[src/rtl/cpu_stat_pkg.sv]
// Shared definitions for the pipeline statistics block.
package cpu_stat_pkg;

  // Default counter width used by perf_counter.
  localparam int unsigned STAT_WIDTH = 32;

  // Run/halt state of the statistics block.
  typedef enum logic {
    ST_RUN  = 1'b0,
    ST_HALT = 1'b1
  } stat_state_t;

endpackage : cpu_stat_pkg

[src/rtl/stat_cnt.sv]
// WIDTH-bit event counter with synchronous clear and optional saturation.
module stat_cnt #(
  parameter int unsigned WIDTH    = 32,
  parameter int unsigned SATURATE = 1
) (
  input  logic             clk,
  input  logic             reset,
  input  logic             clr,
  input  logic             inc,
  output logic [WIDTH-1:0] count
);

  localparam logic [WIDTH-1:0] ONE = {{(WIDTH-1){1'b0}}, 1'b1};

  logic at_max;

  assign at_max = (count == '1);

  // Reset and clear take priority over counting; a full counter either holds or wraps.
  always_ff @(posedge clk) begin
    if (reset || clr) begin
      count <= '0;
    end else if (inc) begin
      if ((SATURATE != 0) && at_max) begin
        count <= count;
      end else begin
        count <= count + ONE;
      end
    end
  end

endmodule : stat_cnt

[src/rtl/perf_counter.sv]
// Pipeline statistics: cycle, jump, branch and taken-branch counts, frozen while halted.
module perf_counter
  import cpu_stat_pkg::*;
#(
  parameter int unsigned WIDTH    = STAT_WIDTH,
  parameter int unsigned SATURATE = 1
) (
  input  logic             clk,
  input  logic             reset,
  input  logic             inst_valid,
  input  logic             is_jump,
  input  logic             is_branch,
  input  logic             branch_taken,
  input  logic             halt,
  input  logic             go,
  input  logic             clear,
  output logic [WIDTH-1:0] all_time,
  output logic [WIDTH-1:0] j_change,
  output logic [WIDTH-1:0] b_change,
  output logic [WIDTH-1:0] b_change_success,
  output logic             running
);

  stat_state_t state;
  stat_state_t state_next;
  logic        go_q;
  logic        go_rise;
  logic        in_run;

  // Go edge detector; loading the live level during reset means a held button makes no edge.
  always_ff @(posedge clk) begin
    if (reset) begin
      go_q <= go;
    end else begin
      go_q <= go;
    end
  end

  assign go_rise = go & ~go_q;

  // State register.
  always_ff @(posedge clk) begin
    if (reset) begin
      state <= ST_RUN;
    end else begin
      state <= state_next;
    end
  end

  // Next state: halt only matters in RUN, go edge only matters in HALT.
  always_comb begin
    state_next = state;
    unique case (state)
      ST_RUN:  if (halt)    state_next = ST_HALT;
      ST_HALT: if (go_rise) state_next = ST_RUN;
      default: state_next = ST_RUN;
    endcase
  end

  // Output decode: running doubles as the pipeline enable.
  always_comb begin
    running = 1'b0;
    in_run  = 1'b0;
    if (state == ST_RUN) begin
      running = 1'b1;
      in_run  = 1'b1;
    end
  end

  stat_cnt #(.WIDTH(WIDTH), .SATURATE(SATURATE)) u_all_time (
    .clk   (clk),
    .reset (reset),
    .clr   (clear),
    .inc   (in_run),
    .count (all_time)
  );

  stat_cnt #(.WIDTH(WIDTH), .SATURATE(SATURATE)) u_j_change (
    .clk   (clk),
    .reset (reset),
    .clr   (clear),
    .inc   (in_run & inst_valid & is_jump),
    .count (j_change)
  );

  stat_cnt #(.WIDTH(WIDTH), .SATURATE(SATURATE)) u_b_change (
    .clk   (clk),
    .reset (reset),
    .clr   (clear),
    .inc   (in_run & inst_valid & is_branch),
    .count (b_change)
  );

  stat_cnt #(.WIDTH(WIDTH), .SATURATE(SATURATE)) u_b_change_success (
    .clk   (clk),
    .reset (reset),
    .clr   (clear),
    .inc   (in_run & inst_valid & is_branch & branch_taken),
    .count (b_change_success)
  );

endmodule : perf_counter

[config.mk]
export PLATFORM = sky130hd
export DESIGN_NAME = perf_counter
export DESIGN_NICKNAME = d
export VERILOG_FILES = /design/src/rtl/cpu_stat_pkg.sv /design/src/rtl/stat_cnt.sv /design/src/rtl/perf_counter.sv
export SDC_FILE = /design/constraint.sdc
export NUM_CORES = 1
export LEC_CHECK = 0
export BUFFER_PORTS_ARGS = -buffer_cell sky130_fd_sc_hd__clkbuf_2
export CAP_MARGIN = 20
export CORE_UTILIZATION = 44
export DETAILED_ROUTE_END_ITERATION = 12
export GPL_TIMING_DRIVEN = 0
export PLACE_DENSITY = 0.67
export REMOVE_ABC_BUFFERS = 1
export SLEW_MARGIN = 20
export SYNTH_ARGS = -nofsm -noshare
export SYNTH_HDL_FRONTEND = slang
export SYNTH_SLANG_ARGS = --single-unit
[constraint.sdc]
create_clock -name clk -period 6.5 [get_ports clk]
set_input_delay 0.65 -clock clk [delete_from_list [all_inputs] [get_ports clk]]
set_output_delay 0.65 -clock clk [all_outputs]
set_load 0.01 [all_outputs]
# Word level (Yosys, flattened, before mapping)
# Cells that the tools add are included.
[classes] shifts=0 magnitude_cmp=0 bitwise_logic=11 muxes=4 eq_ne=4 n_addsub=4 n_mul=0 reduce_logical=5 div=0
[ops] op="$add 32x1->32 const B" n=4
[ops] op="$eq 32x32->1 const B" n=4
[ops] op="$reduce_and 2->1" n=4
[ops] op="$not 1->1" n=6
[ops] op="$and 1x1->1" n=5
[ops] op="$mux 1" n=3
[ops] op="$pmux 1 s2" n=1
[ops] op="$logic_or 1x1->1" n=1
[totals] regBits=130 mem_bits_rw=0 inputBits=9 latchBits=0 word_cells=34 memories=0 rom_bits=0

# Logic depth before layout (Yosys ltp)
[logic_depth] depth_word=5 depth_mapped=9 depth_no_buf=6

# Hierarchy
# Synthesis repeated with hierarchy kept, for this count alone.
[hier_totals] hier_cells=785 area_unflattened_um2=6627.6
[by_module_without_submodules] module="stat_cnt" area_per_inst_um2=1636.6 instances=4 cells_per_inst=194
[by_module_without_submodules] module="perf_counter" area_per_inst_um2=81.3 instances=1 cells_per_inst=9

# Least setup slack after synthesis
# No wires, ideal clock.
[synth_timing] path_type="reg2reg" from="register u_b_change.count[0]" to="register u_b_change.count[28]" path_buffers=2 arrival_time_ps=2466 synth_period_minus_slack_ps=2537 required_time_ps=6430 setup_slack_ps=3963 setup_ps=70 path_stages_with_launch=9 path_cell_list="dfxtp_1 ha_1 nand2_1 or4_1 buf_2 or4_1 buf_2 or3_1 a21oi_1"
[synth_via] elab_chain_len=3 elab_cells_between_ends=4
[synth_lines] item="start, declared" line_no="stat_cnt.sv:10" rtl="output logic [WIDTH-1:0] count"
[synth_lines] item="start signal, assigned" line_no="stat_cnt.sv:25" rtl="count <= count;"
[synth_lines] item="start signal, assigned" line_no="stat_cnt.sv:27" rtl="count <= count + ONE;"
[synth_lines] item="parallel branches: the longest is 3 deep, another holds $add 32x1->32"
# Parallel ways; which one is timed is not known.
# A chain may end at the register's enable or synchronous reset.

# Worst setup path in the final report
[layout_timing] from="register u_b_change.count[0]" to="register u_b_change.count[30]"
# Same word-level chain as after synthesis.

==> impl_metrics.py <==
metrics = {
    "critical_path": {
        "rr_worst_depth": 6,
        "crit_chain": "ha_1 -> nand2_1 -> or4_1 -> or4_1 -> or3_1 -> a21oi_1",
        "critPathMostFrequentCell": "or4_1",
        "slowest_stage": "or4_1",
        "worst_path_largest_cell_delay_ns": 0.68,
        "path_max_fanout": 8,
        "path_buf_inv": 0,
        "worst_ep_arrival_time_ns": 3.05,
        "worstSetupStartpointType": "register",
        "critPathTopFamily": "simple AND/OR/NAND/NOR gates",
        "worstPathRequired_ns": 6.85,
        "path_depth": 6,
        "critPathCaptureType": "register",
        "worstSetupPathType": "register to register",
    },
    "global_route": {
        "grt_pass1_wl_um": 27300,
        "grt_antenna_before_repair": 0,
        "grt_max_degree": 44,
        "overflow": 0,
        "grt_pass1_vias": 5680,
        "grt_use_total_pct": 22.4,
    },
    "synth": {
        "synth_edf_count": 0,
        "synth_top_cell_area_share_pct": 39.9,
        "ys_warn_count": 0,
        "ys_types": 51,
        "async_flop_share_pct": 0,
        "synthMuxAreaShare_pct": 2.46,
        "syn_inst": 800,
        "synth_top_cell_by_area": "dfxtp_1",
        "ys_seq_elements": 130,
        "syn_area_per_cell_sq_um": 8.15,
        "yosys-top-cells-area": "dfxtp_1 (40%), a21oi_1 (6.5%), or3_1 (5.6%)",
        "synth_adder_area_share_pct": 0.767,
        "ys.flop_type": "dfxtp_1",
        "post-synth-top-count-cell": "dfxtp_1",
        "synth_xor_area_share_pct": 1.75,
        "seq_area_frac_synth_pct": 39.9,
        "synthesis.area_sq_um": 6520,
        "synth_top_family_by_area": "simple AND/OR/NAND/NOR gates",
        "synth_common_cells": "dfxtp_1 (130), a21oi_1 (85), nand2_1 (75)",
        "synth_compound_area_share_pct": 19.9,
        "synth-simple-area-share_pct": 31.7,
    },
    "routing": {
        "drc": 0,
        "dr_wl_met2_um": 7680,
        "drt_first_pass_iters": 5,
        "wirelength_um": 16800,
        "wire_per_inst_um": 15.1,
        "top_layer": "met4",
        "num_vias": 6588,
        "route.met3.wl_um": 1010,
        "drtIter0Drc": 352,
        "ant_nets": 0,
        "wl_met1_um": 8000,
        "vias_per_cell": 5.92,
    },
    "power_and_ir_drop": {
        "p_total_w": 0.00179,
        "irDropWorstVdd_v": 0.000207,
        "leakagePower_nw": 2.71,
        "pwr_density_cell_nw_per_um2": 225,
    },
    "sta": {
        "max_freq_mhz": 370,
        "setup_violations": 0,
        "drv_slew": 0,
        "fin_setup_tns_ns": 0,
        "finalHoldViolCount": 0,
        "finalCritPeriodShare_pct": 41.6,
        "skew_ns": 0.00602,
        "tightest_slew_ns": 1.00,
        "finalCriticalPeriod_ns": 2.70,
        "rsz0062_at_grt": "no",
        "slew_headroom_pct": 32.6,
    },
    "final_layout": {
        "drive_above_1_share_pct": 20.3,
        "fin_area_sq_um": 7950,
        "stdcell_count": 1113,
        "areaGrowthSynthToFinish_pct": 21.8,
        "fin_nets": 930,
        "final_util_pct": 54.9,
        "num_antenna_cells": 0,
    },
    "die": {
        "core_area_sq_um": 14500,
        "die_h_um": 124,
        "start_util_pct": 45.0,
        "die-area_sq_um": 15300,
        "die_w_um": 124,
        "ios": 138,
        "row_count": 44,
    },
    "clock_network": {
        "cts.repair.resized": 0,
        "clkSinkCount": 130,
        "root_buffer": "clkbuf_16",
        "cts_tree": "yes",
        "h-tree-depth": 4,
        "postCtsSetupBuffers": 0,
        "clk_latency_ns": 0.42,
        "cts_hold_buf": 0,
        "clk_pin_slew_ns": 0.05,
        "cts_max_path_buffers": 2,
        "cts_buffers": 17,
    },
    "hold_path": {
        "holdCritPathClass": "primary input to register",
        "hold_depth": 1,
    },
    "placement": {
        "io_buffer_count": 137,
        "place_inst": 1082,
        "dp_hpwl_um": 11500,
        "postPlaceCellArea_sq_um": 7370,
        "globalplace.congestion": 0.785,
    },
    "job": {
        "cap_violations": 0,
    },
    "run_status": {
        "outcome": "finished clean",
    },
}
layout by cell type, fill, tap and decap left out, types with 3 or more instances in the layout:
| master | count |
|---|---|
| a31oi_1 | 5 |
| a31o_2 | 4 |
| nand4_1 | 32 |
| o21ai_0 | 42 |
| o211ai_1 | 5 |
| a21oi_1 | 85 |
| and2_1 | 4 |
| or2_2 | 7 |
| clkbuf_2 | 137 |
| xor2_1 | 3 |
| o311ai_0 | 6 |
| nand2_1 | 75 |
| ha_1 | 4 |
| o41ai_1 | 6 |
| inv_1 | 16 |
| nand3_1 | 39 |
| a211oi_1 | 3 |
| o31ai_1 | 39 |
| and3_1 | 7 |
| clkinv_2 | 3 |
| nor3_1 | 10 |
| a41o_1 | 3 |
| or3_1 | 58 |
| or4_1 | 47 |
| dfxtp_1 | 130 |
| clkbuf_8 | 4 |
| mux2i_1 | 16 |
| nor2_1 | 40 |
| and4_1 | 10 |
| clkbuf_16 | 17 |
| clkbuf_1 | 5 |
| nor4_1 | 17 |
| xnor2_1 | 10 |
layout make-up:
class | count | area [sq um]
clock inverter | 5 | 75.1
tap | 184 | 230
timing repair buffer | 142 | 769
clock buffer | 26 | 499
fill | 1365 | 6530
sequential | 130 | 2600
multi-input combinational | 610 | 3710
inverter | 16 | 60.1
metrics by stage:
stage | hold WS [ns] | setup WS, ns
after floorplan | 0.429 | 3.77
after global placement | 0.441 | 2.60
after detailed placement | 0.447 | 3.65
after CTS | 0.341 | 3.67
after global routing | 0.341 | 3.56
final | 0.353 | 3.80
cell families after synthesis:
kind of cell / after synthesis
AND/OR/NAND/NOR: 366
AO/OA/AOI/OAI: 211
flip-flops: 130
buffers and inverters: 60
multiplexers: 16
XOR/XNOR: 13
adder cells (fa/ha/maj): 4
registers in the layout (all words and copies together) (netlist names):
signal / flops
go_q: 1
state: 1
u_all_time.count: 32
u_b_change.count: 32
u_b_change_success.count: 32
u_j_change.count: 32
path summary, 6_finish.rpt:
check                           slack [ns]                                end                        startpoint
worst max-delay path                  3.80  u_b_change.count[30]$_SDFFE_PP0P_  u_b_change.count[0]$_SDFFE_PP0P_
worst min-delay path                  0.35                       go_q$_DFF_P_                                go
worst max register to register        3.80  u_b_change.count[30]$_SDFFE_PP0P_  u_b_change.count[0]$_SDFFE_PP0P_
worst min register to register        0.45                   state$_SDFF_PP0_                      go_q$_DFF_P_
layer usage:
layer	track usage, %	vias to the layer above
met1	29.6	3097
met3	6.64	17
li1	-	3312
met2	35.3	162
met4	5.57	0
met5	0	-
power by group:
part | leakage [nW] | internal (W) | total [W] | switching (W)
registers | 1.05 | 0.000799 | 0.000803 | 0.00000412
clock network | 0.284 | 0.000601 | 0.000939 | 0.000338
logic | 1.37 | 0.0000155 | 0.0000463 | 0.0000308
Note: power is estimated with default switching activity, not from simulation.
